--- src/rtl/cnu_msg_gen.sv ---
// Check-node message regenerator: expands {min, min2, min_idx, signs} into D
// offset-min-sum extrinsic messages, one per cycle, behind a 2-entry ping-pong buffer.
module cnu_msg_gen #(
    parameter int data_w = 8,
    parameter int idx_w  = 8,
    parameter int D      = 5,
    parameter int OFFSET = 0
) (
    input  logic              clk,
    input  logic              rst,
    input  logic              in_valid,
    output logic              in_ready,
    input  logic [data_w-1:0] in_min,
    input  logic [data_w-1:0] in_min2,
    input  logic [idx_w-1:0]  in_min_idx,
    input  logic [D-1:0]      in_sign,
    output logic              out_valid,
    input  logic              out_ready,
    output logic [data_w-1:0] out_mag,
    output logic              out_sign,
    output logic [idx_w-1:0]  out_idx,
    output logic              out_last,
    output logic              busy
);
    localparam logic [data_w:0]  OFF_W  = (data_w + 1)'(OFFSET);
    localparam logic [idx_w-1:0] K_LAST = idx_w'(D - 1);

    logic [1:0]                   count_q, count_d;
    logic                         wr_q, wr_d, rd_q, rd_d;
    logic [idx_w-1:0]             k_q, k_d;
    logic [1:0][data_w-1:0]       min_q, min_d, min2_q, min2_d;
    logic [1:0][idx_w-1:0]        midx_q, midx_d;
    logic [1:0][D-1:0]            sign_q, sign_d;
    logic [1:0]                   par_q, par_d;
    logic                         out_valid_q, out_valid_d;
    logic [data_w-1:0]            out_mag_q, out_mag_d;
    logic                         out_sign_q, out_sign_d;
    logic [idx_w-1:0]             out_idx_q, out_idx_d;
    logic                         out_last_q, out_last_d;

    logic              push, load, pop, sbit;
    logic [data_w-1:0] sel_mag;
    logic [data_w:0]   diff;

    assign in_ready = (count_q < 2'd2);
    assign push     = in_valid && in_ready;
    assign load     = (count_q != 2'd0) && (!out_valid_q || out_ready);
    assign pop      = load && (k_q == K_LAST);

    always_comb begin
        count_d     = count_q;
        wr_d        = wr_q;
        rd_d        = rd_q;
        k_d         = k_q;
        min_d       = min_q;
        min2_d      = min2_q;
        midx_d      = midx_q;
        sign_d      = sign_q;
        par_d       = par_q;
        out_valid_d = out_valid_q;
        out_mag_d   = out_mag_q;
        out_sign_d  = out_sign_q;
        out_idx_d   = out_idx_q;
        out_last_d  = out_last_q;
        sbit        = 1'b0;

        if (push) begin
            min_d[wr_q]  = in_min;
            min2_d[wr_q] = in_min2;
            midx_d[wr_q] = in_min_idx;
            sign_d[wr_q] = in_sign;
            par_d[wr_q]  = ^in_sign;
            wr_d         = ~wr_q;
        end

        // The edge that owns min sees min2; an out-of-range index matches nothing.
        sel_mag = (k_q == midx_q[rd_q]) ? min2_q[rd_q] : min_q[rd_q];
        diff    = {1'b0, sel_mag} - OFF_W;
        for (int i = 0; i < D; i++) begin
            if (k_q == idx_w'(i)) sbit = sign_q[rd_q][i];
        end

        if (load) begin
            out_valid_d = 1'b1;
            out_mag_d   = diff[data_w] ? '0 : diff[data_w-1:0];
            out_sign_d  = par_q[rd_q] ^ sbit;
            out_idx_d   = k_q;
            out_last_d  = (k_q == K_LAST);
            if (k_q == K_LAST) begin
                k_d  = '0;
                rd_d = ~rd_q;
            end else begin
                k_d = k_q + 1'b1;
            end
        end else if (out_ready && out_valid_q) begin
            out_valid_d = 1'b0;
        end

        case ({push, pop})
            2'b10:   count_d = count_q + 2'd1;
            2'b01:   count_d = count_q - 2'd1;
            default: count_d = count_q;
        endcase
    end

    always_ff @(posedge clk or posedge rst) begin
        if (rst) begin
            count_q     <= '0;
            wr_q        <= 1'b0;
            rd_q        <= 1'b0;
            k_q         <= '0;
            min_q       <= '0;
            min2_q      <= '0;
            midx_q      <= '0;
            sign_q      <= '0;
            par_q       <= '0;
            out_valid_q <= 1'b0;
            out_mag_q   <= '0;
            out_sign_q  <= 1'b0;
            out_idx_q   <= '0;
            out_last_q  <= 1'b0;
        end else begin
            count_q     <= count_d;
            wr_q        <= wr_d;
            rd_q        <= rd_d;
            k_q         <= k_d;
            min_q       <= min_d;
            min2_q      <= min2_d;
            midx_q      <= midx_d;
            sign_q      <= sign_d;
            par_q       <= par_d;
            out_valid_q <= out_valid_d;
            out_mag_q   <= out_mag_d;
            out_sign_q  <= out_sign_d;
            out_idx_q   <= out_idx_d;
            out_last_q  <= out_last_d;
        end
    end

    assign out_valid = out_valid_q;
    assign out_mag   = out_mag_q;
    assign out_sign  = out_sign_q;
    assign out_idx   = out_idx_q;
    assign out_last  = out_last_q;
    assign busy      = (count_q != 2'd0) || out_valid_q;

endmodule

--- config.mk ---
export PLATFORM = sky130hd
export DESIGN_NAME = cnu_msg_gen
export DESIGN_NICKNAME = d
export VERILOG_FILES = /design/src/rtl/cnu_msg_gen.sv
export SDC_FILE = /design/constraint.sdc
export NUM_CORES = 1
export LEC_CHECK = 0
export ABC_CLOCK_PERIOD_IN_PS = 3090
export CAP_MARGIN = 10
export CELL_PAD_IN_SITES_DETAIL_PLACEMENT = 1
export CELL_PAD_IN_SITES_GLOBAL_PLACEMENT = 1
export CORE_ASPECT_RATIO = 0.6
export CORE_UTILIZATION = 42
export CTS_BUF_LIST = sky130_fd_sc_hd__clkbuf_8
export DETAILED_ROUTE_END_ITERATION = 8
export PLACE_DENSITY = 0.87
export SLEW_MARGIN = 20
export SYNTH_ARGS = -nofsm -noshare
export SYNTH_HDL_FRONTEND = slang
export SYNTH_SLANG_ARGS = --single-unit
--- constraint.sdc ---
create_clock -name clk -period 3.09 [get_ports clk]
set_clock_uncertainty 0.1 [all_clocks]
set_input_delay 0.4635 -clock clk [delete_from_list [all_inputs] [get_ports clk]]
set_output_delay 0.4635 -clock clk [all_outputs]
set_load 0.01 [all_outputs]
==> qor.csv, run 1 <==
metric,value,unit
status,finished clean,
startpoint_type,flop,
p_per_area,1050,nW/um2
avgRoutedWirePerCell,19.2,um
grt_pass1_wl,15800,um
synth_area_leaders,"dfrtp_1, mux2_2, mux2i_1",
hpwl,7220,um
r2r_cells,5,
drt_iter0_drc,79,
dpl.cell_count,500,
wl,9890,um
worstHoldPathType,flop to flop,
slew_violations,0,
hold_end,out_idx[0]$_DFFE_PP0P_,
clkSlewWorstSetupHoldPaths,0.09,ns
drive_gt1_frac,0.269,
drtPass1Iterations,4,
worstSetupPathType,flop to flop,
hold_start,out_idx[0]$_DFFE_PP0P_,
clock_latency,0.37,ns
num_antenna_cells,0,
synth_nets,361,
synth_top_cell_by_area,dfrtp_1,
synthTopCellsByCount,"dfrtp_1, mux2_2, nand2_1",
clock_path_buffers,2,
synth_area,4140,um2
p_total,0.00534,W
fin_tns_setup,0,ns
fin_ws,0.623,ns
slew_headroom,0.472,
hold_depth,2,
netlist_instances,323,
leakage,2.17,nW
worstPathArrival,2.58,ns
rsz0062_at_grt,false,
finalCritPeriodShare,0.799,
ys_async_sr_fraction,1.00,
reg2reg_slack,0.62,ns
num_rows,27,
synth_edf_count,0,
r2r_start,rd_q$_DFFE_PP0P_,
htreeDepth,3,
num_vias,2720,
routabilityCongestion,0.842,
peakVddDrop,0.000383,V
grt_max_degree,45,
chipWidth,130,um
cts.sinks,91,
yosysSeqAreaShare,0.550,
cts_setup_buffers,0,
worst_r2r_endpoint,out_mag[2]$_DFFE_PP0P_,
grt_pass1_vias,2888,
path_max_fanout,9,
final_cells,516,
die_h,78.9,um
post_cts_resized,0,
worstMarginPinSlew,0.788,ns
post_synth.cell_area_avg,12.8,um2
max_freq,405,MHz
grt.total_usage,0.212,
yosysUniqueCellTypes,36,
syn_to_final_growth,23.0,%
yosys_warnings,0,
ys_ff_latch,91,
ant_nets,0,
hold_ws,0.388,ns
ios,54,
layout_min_cycle_time,2.47,ns
fp.coreArea,9360,um2
yosysTopAreaCellShare,0.550,
endpoint_kind,flop,
synth_most_common_cell,dfrtp_1,
cts-root-buf,clkbuf_8,
die_area,10300,um2
dp_slack,0.573,ns
setup_viol,0,
cts_tree,yes,
drc,0,
final_net_count,419,
antenna_found_initial,0,
start_util,0.443,
viasPerCell,5.27,
synth-main-ff-cell,dfrtp_1,
final-hold-violation-count,0,
holdBufCountCts,0,
cap_violations,0,
required,3.21,ns
cts_buffers,9,
grt_overflow,0,
port_buffers,53,
-- how the worst max path moves through the flow --
| stage | endpoint | cells after the start | start |
|---|---|---|---|
| after floorplan | count_q[0]$_DFFE_PP0P_ | 1 | rst |
| after global placement | k_q[7]$_DFFE_PP0P_ | 7 | out_ready |
| after detailed placement | k_q[7]$_DFFE_PP0P_ | 7 | out_ready |
| after CTS | count_q[1]$_DFFE_PP0P_ | 7 | k_q[4]$_DFFE_PP0P_ |
| after global routing | count_q[1]$_DFFE_PP0P_ | 7 | k_q[4]$_DFFE_PP0P_ |
| final | out_mag[2]$_DFFE_PP0P_ | 5 | rd_q$_DFFE_PP0P_ |
-- worst max-delay path: stages, from the launching register on --
cell and delay [ns]:
dfrtp_1 0.70, mux2i_1 0.41, xnor2_1 0.17, nor4_4 0.26, and2_0 0.50, o311ai_1 0.18
-- registers in the layout, summed over array words and instances, names as in the netlist, 2 cells and up --
register / flops
min2_q: 16
sign_q: 10
k_q: 8
out_mag: 8
min_q: 16
midx_q: 16
out_idx: 8
par_q: 2
count_q: 2
-- cell families after synthesis --
group	after synthesis	synth area share
adder cells (fa/ha/maj)	5	0.0151
buffers and inverters	22	0.0242
multiplexers	87	0.234
XOR/XNOR	21	0.0444
AO/OA/AOI/OAI	29	0.0480
flip-flops	91	0.550
AND/OR/NAND/NOR	68	0.0849
-- area by class of cell --
type	count	area, um2
Clock buffer	11	151
Clock inverter	5	76.3
Fill cell	961	4260
Inverter	4	16.3
Multi-Input combinational cell	210	1780
Sequential cell	91	2280
Tap cell	130	163
Timing Repair Buffer	65	633
-- power by group --
part / total (W) / leakage (nW) / switching [W] / internal, W
combinational: 0.00225 / 0.948 / 0.00105 / 0.00120
sequential: 0.00218 / 1.11 / 0.000426 / 0.00175
clock: 0.000904 / 0.117 / 0.000409 / 0.000495
-- placed cells by master (no fill, tap or decap) --
master	Yosys	routed
nand2_1	40	40
or4_1	1	1
mux2i_1	18	18
and2_1	1	1
dfrtp_1	91	91
mux4_2	1	1
buf_12	0	1
nor4_4	2	2
a221o_1	1	1
xnor2_1	19	19
nor3_2	1	1
o21a_1	1	1
and3_1	2	2
clkbuf_8	0	11
clkdlybuf4s50_1	0	53
o31ai_1	1	1
and2_0	1	1
o21ai_4	0	1
o21ai_1	1	1
xor2_1	2	2
mux2_2	68	68
or3_1	1	1
a21o_1	1	1
o21ba_2	1	1
nor2_1	3	2
buf_4	1	11
clkinvlp_4	0	1
a2111oi_0	1	1
nand4_1	10	10
nand2b_1	4	4
clkinv_2	0	2
or2_2	1	1
inv_1	4	4
nor2_2	0	1
a22oi_1	1	1
o311ai_1	8	8
ha_1	5	5
nand3_1	1	1
o21ai_0	13	12
bufinv_16	0	2
-- layer usage --
layer / up-vias / share of wire / wire length [um] / global-route usage
met2: 63 / 0.45 / 4430 / 0.319
met5: - / 0 / 0 / 0
met1: 1401 / 0.49 / 4870 / 0.310
met4: 0 / 0.0049 / 48 / 0.0291
li1: 1251 / - / - / -
met3: 5 / 0.054 / 539 / 0.0606
-- stage by stage --
| stage | util | cell area [um2] |
|---|---|---|
| 4_1_cts | 0.545 | 5100 |
| 6_report | 0.545 | 5100 |
| 3_5_place_dp | 0.520 | 4870 |
| 3_3_place_gp | 0.519 | 4860 |
| 5_1_grt | 0.545 | 5100 |
| 2_1_floorplan | - | 4140 |
(Power assumes the default switching activity.)
==> run 2: changes to the inputs <==
ABC_CLOCK_PERIOD_IN_PS = 2300   (was 3090)
CORE_UTILIZATION = 46   (was 42)
PLACE_DENSITY = 0.9   (was 0.87)
clock period = 2.3 ns   (was 3.09 ns; I/O delays follow)
==> qor.csv, run 2 (synthesis results as in run 1) <==
metric,value,unit
cts_setup_buffers,0,
design_area,5140,um2
rsz0062_at_grt,false,
peakVddDrop,0.000527,V
avgRoutedWirePerCell,19.9,um
drc,0,
reg_top3,"midx_q (16), min2_q (16), min_q (16)",
final_net_count,426,
mostFrequentLayoutCell,dfrtp_1,
slowest_delay,0.49,ns
endpoint_kind,primary output,
path_max_fanout,6,
hold_ws,0.277,ns
p_clk_frac,0.143,
p_sw,0.00256,W
hpwl,7350,um
worstHoldPathType,input pin to async pin,
power_frac_comb,0.453,
leakage,2.20,nW
worstMarginPinSlew,0.773,ns
seqCellArea,2280,um2
viasPerCell,5.47,
status,finished clean,
grt.total_usage,0.228,
final-hold-violation-count,0,
clkSlewWorstSetupHoldPaths,0.09,ns
drive_gt1_frac,0.288,
cts.sinks,91,
cts_buffers,9,
slowest_stage,dfrtp_1,
worstPathArrival,1.73,ns
grt_max_degree,44,
grt_overflow,0,
syn_to_final_growth,24.1,%
num_rows,26,
clock_latency,0.37,ns
layout_min_cycle_time,2.18,ns
fin_tns_setup,0,ns
ios,54,
p_int,0.00453,W
grt_pass1_vias,2880,
finalCritPeriodShare,0.947,
multi_input_area,1790,um2
grt_pass1_wl,15800,um
setup_viol,0,
ant_nets,0,
p_sw_frac,0.361,
nFillCells,888,
htreeDepth,3,
drt_iter0_drc,84,
utilization,0.596,
chipWidth,125,um
num_vias,2755,
cts-root-buf,clkbuf_8,
place_area,4940,um2
crit_path_cell_trace,or3_1 -> clkdlybuf4s50_1,
num_antenna_cells,0,
sequentialPowerShare,0.404,
drtPass1Iterations,4,
startpoint_type,flop,
layout_common_cells,"dfrtp_1, mux2_2, clkdlybuf4s50_1, nand2_1, xnor2_1",
start_util,0.481,
fp.coreArea,8620,um2
max_freq,459,MHz
p_total,0.00709,W
p_per_area,1380,nW/um2
wl,10000,um
required,1.86,ns
antenna_found_initial,0,
worstSetupPathType,flop to primary output,
slew_headroom,0.483,
clock_path_buffers,2,
die_area,9400,um2
die_h,75.5,um
cts_tree,yes,
slew_violations,0,
cap_violations,0,
routabilityCongestion,0.835,
port_buffers,53,
[run 2: critical path: cells and delay by family (launching register included)]
family | cells | cell delay, ns
simple gates | 1 | 0.41
buf+inv | 1 | 0.48
flops | 1 | 0.49
[run 2: power by group through the flow]
stage	registers [W]	clock network, W	logic, W
final	0.00287	0.00101	0.00321
after global routing	0.00297	0.00109	0.00346
after CTS	0.00286	0.00103	0.00322
after detailed placement	0.00289	0	0.00318
after global placement	0.00282	0	0.00305
after floorplan	0.00276	0	0.00210
[run 2: through the flow]
| stage | cells | setup WS (ns) |
|---|---|---|
| 5_1_grt | 504 | 0.0393 |
| 3_3_place_gp | 489 | 0.148 |
| 2_1_floorplan | 323 | 0.156 |
| 6_report | 504 | 0.122 |
| 4_1_cts | 504 | 0.0233 |
| 3_5_place_dp | 489 | 0.0275 |
[run 2: timing repair]
item / CTS / global route
hold buffers: 0 / 0
gates resized for setup: 0 / 4
endpoints found under the setup margin: 0 / 1
[run 2: final cells by class]
class,count,area share
Clock buffer,12,0.0321
Clock inverter,3,0.00292
Inverter,4,0.00365
Multi-Input combinational cell,210,0.348
Sequential cell,91,0.443
Tap cell,112,0.0273
Timing Repair Buffer,72,0.143
[run 2: worst paths after layout]
path | startpoint | endpoint | slack [ns] | cells after the start
worst min-delay path | rst | out_mag[0]$_DFFE_PP0P_ | 0.28 | 2
max in group asynchronous | rst | sign_q[5]$_DFFE_PP0P_ | 1.21 | 3
worst max register to register | k_q[4]$_DFFE_PP0P_ | count_q[1]$_DFFE_PP0P_ | 0.12 | 6
min in group clk | out_idx[6]$_DFFE_PP0P_ | out_idx[6]$_DFFE_PP0P_ | 0.38 | 2
worst max-delay path | count_q[0]$_DFFE_PP0P_ | busy | 0.12 | 2
worst min register to register | out_idx[6]$_DFFE_PP0P_ | out_idx[6]$_DFFE_PP0P_ | 0.38 | 2
[run 2: routing by layer]
metal | wire length (um) | share of wire | global-route usage | up-vias
li1 | - | - | - | 1269
met2 | 4500 | 0.45 | 0.352 | 69
met3 | 440 | 0.044 | 0.0625 | 13
met4 | 120 | 0.012 | 0.0683 | 0
met5 | 0 | 0 | 0 | -
met1 | 4980 | 0.50 | 0.318 | 1404
==> run 3: changes to the inputs <==
ABC_CLOCK_PERIOD_IN_PS = unset   (was 2300)
==> results of run 3 <==
Same layout as run 2: the final DEF is identical, and so are final timing and power.
